$ cat config.mk
export PLATFORM = sky130hd
export DESIGN_NAME = key_step_input
export DESIGN_NICKNAME = d
export VERILOG_FILES = /design/src/rtl/key_step_input.sv
export SDC_FILE = /design/constraint.sdc
export NUM_CORES = 1
export LEC_CHECK = 0
export ABC_CLOCK_PERIOD_IN_PS = 2400
export BUFFER_PORTS_ARGS = -buffer_cell sky130_fd_sc_hd__buf_2
export CAP_MARGIN = 25
export CELL_PAD_IN_SITES_DETAIL_PLACEMENT = 0
export CELL_PAD_IN_SITES_GLOBAL_PLACEMENT = 1
export CORE_MARGIN = 2
export CORE_UTILIZATION = 47
export DETAILED_ROUTE_END_ITERATION = 7
export HOLD_SLACK_MARGIN = 0.08
export PLACE_DENSITY = 0.87
export SETUP_SLACK_MARGIN = 0.4
export SLEW_MARGIN = 40
export SYNTH_ARGS = -nofsm -noshare
export SYNTH_HDL_FRONTEND = slang
export SYNTH_SLANG_ARGS = --single-unit
export TNS_END_PERCENT = 50
$ cat constraint.sdc
create_clock -name clk -period 2.4 [get_ports clk]
set_input_delay 0.48 -clock clk [delete_from_list [all_inputs] [get_ports clk]]
set_output_delay 0.48 -clock clk [all_outputs]
set_load 0.03 [all_outputs]
$ cat src/rtl/key_step_input.sv
// Push-button front end: synchronises and debounces key[1:0], turns key 0 into a
// single-step pulse with auto-repeat and key 1 into a wrapping display page index.
module key_step_input #(
  parameter int DEB_CYC    = 1_000_000,
  parameter int HOLD_CYC   = 25_000_000,
  parameter int REPEAT_CYC = 5_000_000,
  parameter int PAGES      = 5
) (
  input  logic       clk,
  input  logic       rst,
  input  logic [1:0] key,
  output logic       start,
  output logic [2:0] page,
  output logic [1:0] key_db
);

  localparam int DW   = $clog2(DEB_CYC + 1);
  localparam int RMAX = (HOLD_CYC > REPEAT_CYC) ? HOLD_CYC : REPEAT_CYC;
  localparam int RW   = $clog2(RMAX + 1);

  // The toggle fires on the edge where the count would reach DEB_CYC-1, so the
  // debounced level moves DEB_CYC-1 edges after the synchronised level changes.
  localparam logic [DW-1:0] DEB_LAST  = DW'(DEB_CYC - 2);
  localparam logic [RW-1:0] HOLD_LAST = RW'(HOLD_CYC - 1);
  localparam logic [RW-1:0] REP_LAST  = RW'(REPEAT_CYC - 1);
  localparam logic [2:0]    PAGE_LAST = 3'(PAGES - 1);

  typedef enum logic [1:0] {IDLE, HOLD, REPEAT} state_t;

  logic [1:0]    sync1_reg, sync2_reg;
  logic [1:0]    db;
  logic [1:0]    db_d_reg;
  logic [1:0]    lvl;
  logic [1:0]    pe;
  state_t        state_reg;
  logic [RW-1:0] rcnt_reg;
  logic          start_reg;
  logic [2:0]    page_reg;

  assign lvl    = ~sync2_reg;
  assign pe     = db & ~db_d_reg;
  assign key_db = db;
  assign start  = start_reg;
  assign page   = page_reg;

  // Released buttons read as 1, so the synchroniser presets to 1.
  always_ff @(posedge clk) begin
    if (rst) begin
      sync1_reg <= 2'b11;
      sync2_reg <= 2'b11;
      db_d_reg  <= 2'b00;
    end else begin
      sync1_reg <= key;
      sync2_reg <= sync1_reg;
      db_d_reg  <= db;
    end
  end

  genvar gi;
  generate
    for (gi = 0; gi < 2; gi++) begin : g_deb
      logic [DW-1:0] dcnt_reg;
      logic          db_bit_reg;

      assign db[gi] = db_bit_reg;

      always_ff @(posedge clk) begin
        if (rst) begin
          dcnt_reg   <= '0;
          db_bit_reg <= 1'b0;
        end else if (lvl[gi] == db_bit_reg) begin
          dcnt_reg <= '0;
        end else if (dcnt_reg == DEB_LAST) begin
          db_bit_reg <= ~db_bit_reg;
          dcnt_reg   <= '0;
        end else begin
          dcnt_reg <= dcnt_reg + 1'b1;
        end
      end
    end
  endgenerate

  // Key 0 step/auto-repeat machine and key 1 page counter.
  always_ff @(posedge clk) begin
    if (rst) begin
      state_reg <= IDLE;
      rcnt_reg  <= '0;
      start_reg <= 1'b0;
      page_reg  <= 3'd0;
    end else begin
      start_reg <= 1'b0;

      if (pe[1]) begin
        page_reg <= (page_reg == PAGE_LAST) ? 3'd0 : page_reg + 3'd1;
      end

      case (state_reg)
        IDLE: begin
          if (pe[0]) begin
            start_reg <= 1'b1;
            rcnt_reg  <= '0;
            state_reg <= HOLD;
          end
        end
        HOLD: begin
          if (!db[0]) begin
            state_reg <= IDLE;
          end else if (rcnt_reg == HOLD_LAST) begin
            start_reg <= 1'b1;
            rcnt_reg  <= '0;
            state_reg <= REPEAT;
          end else begin
            rcnt_reg <= rcnt_reg + 1'b1;
          end
        end
        REPEAT: begin
          // A release in the same cycle as a terminal count wins: no pulse.
          if (!db[0]) begin
            state_reg <= IDLE;
          end else if (rcnt_reg == REP_LAST) begin
            start_reg <= 1'b1;
            rcnt_reg  <= '0;
          end else begin
            rcnt_reg <= rcnt_reg + 1'b1;
          end
        end
        default: state_reg <= IDLE;
      endcase
    end
  end

endmodule

Word level (Yosys, flattened, before mapping)
Index checks and enable logic that the tools add are counted.
W data, S select, Z words.

storage, ports and cells
  output and inout port bits = 6
  register bits = 79

operators by class
  reduce and logical (&&, ||, !) cells = 8
  add/subtract/negate cells = 4
  bitwise logic cells = 7
  equality and inequality tests = 14
  mux-type cells = 18

operators by type and width
  kind                     count
  $mux W25                 5
  $pmux W25 S3             1
  $add A20 B1 Y20 const B  2
  $eq A20 B20 Y1 const B   2
  $add A25 B1 Y25 const B  1
  $eq A25 B23 Y1 const B   1
  $eq A25 B25 Y1 const B   1
  $mux W2                  4
  $ne A2 B2 Y1 const B     4
  $pmux W2 S3              1
  $reduce_or A3 Y1         2
  $mux W1                  5
  $not A1 Y1               4
  $not A2 Y2               2
  $reduce_and A2 Y1        2
  $reduce_and A4 Y1        1
  $add A3 B1 Y3 const B    1
  $eq A3 B3 Y1 const B     1
  $mux W3                  1
  $ne A3 B3 Y1 const B     1
  $pmux W1 S3              1
  $reduce_and A3 Y1        1
  $reduce_bool A3 Y1       1
  $and A2 B2 Y2            1
  4 further kinds          5

Longest topological paths before layout
  depth after elaboration = 4
  mapped depth = 8

Worst setup path after synthesis
Ideal clock, no wire load.

  kind = register to register
  start = register state_reg[0]
  end = register rcnt_reg[12]
  data arrival time = 1925 ps
  setup time = 87 ps
  setup slack = 388 ps
  cell stages (with the launch flop) = 9
  buffers on the path = 1
  path through = dfxtp_1 > inv_1 > ha_1 > or3_1 > and3_1 > nor2_1 > clkbuf_1 > o21ai_0 > o31ai_1

on the way
  cells in the longest elaborated chain, start to end = 3
  elaborated cells on any way between the ends = 9
  classes of those cells = eq/ne (5); mux (1); reduce/logical (3)

RTL lines
  what                                                                 RTL line  source
  from (decl)                                                          35        state_t state_reg;
  from (signal assigned)                                               86        state_reg <= IDLE;
  from (signal assigned)                                               102       state_reg <= HOLD;
  from (signal assigned)                                               107       state_reg <= IDLE;
  $eq A2 B1 Y1, or another cell as far along                           97        case (state_reg)
  $ne A2 B2 Y1 (no source line) or $reduce_bool A3 Y1 (tied branches)  --
  $reduce_and A4 Y1 (no source line)                                   --
  to (signal assigned)                                                 113       rcnt_reg <= rcnt_reg + 1'b1;
  to (signal assigned)                                                 124       rcnt_reg <= rcnt_reg + 1'b1;
  to (decl)                                                            36        logic [RW-1:0] rcnt_reg;

Several ways; a longest one is shown, not always the timed one.
A chain may end at the register's enable or synchronous reset.

Final worst setup path
  start = register rcnt_reg[20]
  end = register rcnt_reg[21]

on the way
  cells in the longest elaborated chain, start to end = 4
  elaborated cells on any way between the ends = 8
  classes of those cells = add/sub (1); eq/ne (2); mux (5)

RTL lines
  what                                           RTL line
  $add A25 B1 Y25, or another cell as far along  113, 124
  $mux W25 (on tied branches)                    120, 108
  $mux W25 (on tied branches)                    118, 106
  $pmux W25 S3 (*)                               97

Every way passes the cells marked *; elsewhere a longest branch is shown, timed or not. The select of a mux whose other input is x is not followed.

==> key figures <==
Worst setup path
  – Critical Path, Cell by Cell: or4_4, nor4_4, a311o_2, buf_12, nand2_8, a31oi_1, o31ai_1
  – CP max stage cell: or4_4
  – Flop-to-flop setup slack: 400 ps
  – Bufs and invs on worst path: 1
  – CP required: 2640 ps
  – Worst R2R Path Depth: 7
  – Cell family with most CP delay: simple AND/OR/NAND/NOR gates
  – Critical setup path kind: register to register
  – Worst r2r dst: rcnt_reg[21]
  – Critical path's largest stage delay: 540 ps
  – CP Capture Type: register
  – Reg-to-Reg Start: rcnt_reg[20]
  – Critical path startpoint category: register
  – Max FO, Critical Path: 5
  – Critical path arrival: 2230 ps

STA
  – RSZ-0062 raised after global routing: true
  – Clk_skew: 16.42 ps
  – Crit path time final: 1995 ps
  – Slew @ Worst Pin: 639.0 ps
  – Max Clk Rate: 501.2 MHz
  – Final setup violation count: 0
  – Max Transition Viols Final: 0
  – Setup TNS: 0 ps
  – Fin. Hold Viols: 0
  – Final worst path period share: 0.8314
  – Max-slew headroom: 0.5700

Place
  – Routability Congestion: 0.7844
  – Placed cell areas: 3926 sq um
  – Post-DP HPWL: 5341 microns
  – IO Port Bufs: 9

Floorplanning
  – Chip Width: 93.73 microns
  – Starting density of the core: 0.4871
  – Num rows: 32
  – Chip Height: 93.73 microns
  – Die area: 8784 sq um
  – Core Region: 7767 sq um
  – # IOs: 10

Global route
  – Total track usage: 0.1866
  – Vias in the first global route: 2927
  – Pin count of the biggest net entering global routing: 21
  – First-pass GRT wire length: 13210 microns
  – GRT overflow: 0
  – Initial antenna violation count: 0

Clock network
  – Clock tree buffer depth: 2
  – Root Driver: clkbuf_8
  – Num CTS Buffers: 9
  – CTS tree: done
  – CTS Sinks: 79
  – H-tree depth: 3
  – Clock Latency Late Sink: 360 ps
  – Clock-pin slew on the worst setup and hold paths: 90 ps

Routing
  – Drt via density: 5.507
  – Wire length per cell: 14.29 microns
  – Remaining DRCs: 0
  – Final WL: 8289 microns
  – DR vias: 3194
  – First-pass DRT Iterations: 4
  – Post-route ant nets: 0
  – 1st-iter DRT viols: 168

Synth
  – Avg Synthesized Cell Area: 8.483 sq um
  – Yosys warnings: 0
  – Mapped Nets: 461
  – Synth cell types: 50
  – Sequential area share after synthesis: 0.4180
  – Mapped cell area: 3784 sq um
  – Synthesized flop and latch total: 79
  – Mapped Cells: 446

Pwr
  – Peak VDD IR: 0.3567 mV
  – Cell leakage power: 1.515 nW
  – P per Cell Area: 538.4 nW/um^2

Finish
  – Area Growth Syn to Fin: 18.75%
  – Fillers: 687
  – N_diodes: 0
  – Max FFs per register: 40
  – Share of cells above drive strength 1: 0.1946
  – Net count reported at finish: 488
  – Cell area after layout: 4493 sq um
  – Utilization after layout: 0.5784

Min path
  – Hold path cells: 2
  – Min-Delay Startpoint: key[0]
  – Hold path endpoint: sync1_reg[0]
  – Hold Crit Class: primary input to register

Job
  – Max-cap viol count: 0

Run status
  – Outcome: finished, final reports clean
[worst register-to-register path, stage by stage, from the launching register on]
cell	delay, ps
dfxtp_4	350
or4_4	540
nor4_4	230
a311o_2	250
buf_12	150
nand2_8	100
a31oi_1	170
o31ai_1	90
[kinds of logic after synthesis]
kind of cell / synth area share
simple gates: 0.3099
flops: 0.4180
compound gates: 0.1105
xor+xnor: 0.08796
buf+inv: 0.03175
fa+ha+maj: 0.03638
mux: 0.005622
[cell usage after synthesis, drive strengths merged]
cell type  count  area [sq um]
a211oi         2         15.01
a21boi         1         7.510
a21o           1         7.510
a21oi         13         65.06
a22oi          1         7.510
a311o          2         22.52
a31oi          6         37.54
a32oi          2         17.52
and2           9         58.81
and3          11         68.82
and4           3         26.28
buf            5         45.04
clkbuf        10         37.54
dfxtp         79          1582
ha            11         137.6
inv           10         37.54
mux2           1         11.26
mux2i          1         10.01
nand2         47         186.4
nand2b         5         31.28
nand3         37         190.2
nand4         13         81.33
nand4b         3         26.28
nor2          59         221.5
nor2b          5         31.28
nor3           9         45.04
nor3b          1         7.510
nor4           9         75.08
nor4b          2         17.52
nor4bb         1         10.01
o21ai         11         55.05
o21bai         1         7.510
o22a           1         8.760
o22ai          4         25.02
o2bb2ai        3         26.28
o311ai         7         61.31
o31ai          6         45.04
o41ai          1         8.760
or2           10         62.56
or3            4         25.02
or4            1         7.510
xnor2         15         131.4
xor2          23         201.4
[area by class of cell]
type | count | area, sq um | area share
tap | 102 | 127.6 | 0.02840
multi-input combinational | 345 | 2316 | 0.5155
sequential | 79 | 1594 | 0.3548
timing repair buffer | 28 | 216.5 | 0.04818
inverter | 10 | 37.54 | 0.008354
clock inverter | 7 | 77.57 | 0.01727
clock buffer | 9 | 123.9 | 0.02757
[metrics by stage]
stage | setup WS [ps] | std cells | power, mW | hold slack (ps)
floorplan | 469.1 | 446 | 1.392 | 389.5
global placement | 273.7 | 549 | 1.408 | 395.3
detailed placement | 167.9 | 549 | 1.408 | 392.8
CTS | 398.0 | 567 | 2.433 | 301.2
global route | 291.1 | 580 | 2.509 | 300.6
finish | 404.8 | 580 | 2.419 | 308.8
[report_power, final]
part           total (mW)  internal [mW]  switching, mW  leakage (nW)
combinational      0.0761         0.0333         0.0428         0.768
sequential           1.32           1.31        0.00450         0.641
clock                1.02          0.496          0.529         0.106
total                2.42           1.84          0.576          1.52
[worst max-delay path by stage]
stage	start	to	slack (ps)	cells after the start
finish	rcnt_reg[20]	rcnt_reg[21]	400	7
global route	rcnt_reg[20]	rcnt_reg[6]	290	7
CTS	state_reg[0]	rcnt_reg[18]	400	7
detailed placement	rcnt_reg[0]	rcnt_reg[5]	170	7
global placement	rcnt_reg[0]	rcnt_reg[8]	270	7
floorplan	state_reg[0]	rcnt_reg[18]	470	8
[metal layers]
layer / part of all wire / global-route usage / vias to the layer above
met1: 0.49 / 0.2499 / 1495
li1: - / - / 1633
met3: 0.038 / 0.03451 / 8
met5: 0 / 0 / -
met4: 0.011 / 0.07850 / 0
met2: 0.46 / 0.2952 / 58
[timing repair]
item | 4_1_cts | 5_1_grt
endpoints found under the setup margin | 22 | 27
hold buffers | 0 | 0
buffers inserted | 2 | 9
gates cloned | 0 | 4
pin swaps | 6 | 14
resized for setup | 14 | 34
[cell usage in the layout, fill, tap and decap left out, types with 3 or more instances in the layout]
| cell type | n |
|---|---|
| inv_6 | 3 |
| inv_1 | 10 |
| o311ai_1 | 5 |
| o21ai_0 | 11 |
| dfxtp_2 | 4 |
| nand2_8 | 4 |
| nand4b_1 | 3 |
| and2_4 | 3 |
| nand2_1 | 44 |
| buf_2 | 9 |
| and4_1 | 3 |
| and2_1 | 6 |
| dfxtp_1 | 73 |
| nor2b_1 | 5 |
| xnor2_1 | 15 |
| nor4_4 | 3 |
| o22ai_1 | 4 |
| clkbuf_8 | 9 |
| xor2_1 | 23 |
| nor3_1 | 9 |
| nor4_1 | 5 |
| or3_1 | 3 |
| nand3_1 | 35 |
| buf_4 | 15 |
| and3_1 | 10 |
| nor2_1 | 58 |
| or2_2 | 10 |
| o2bb2ai_1 | 3 |
| o31ai_1 | 5 |
| a21oi_1 | 13 |
| nand2b_1 | 5 |
| nand4_1 | 13 |
| ha_1 | 8 |
Note: power is estimated with default switching activity, not from simulation.
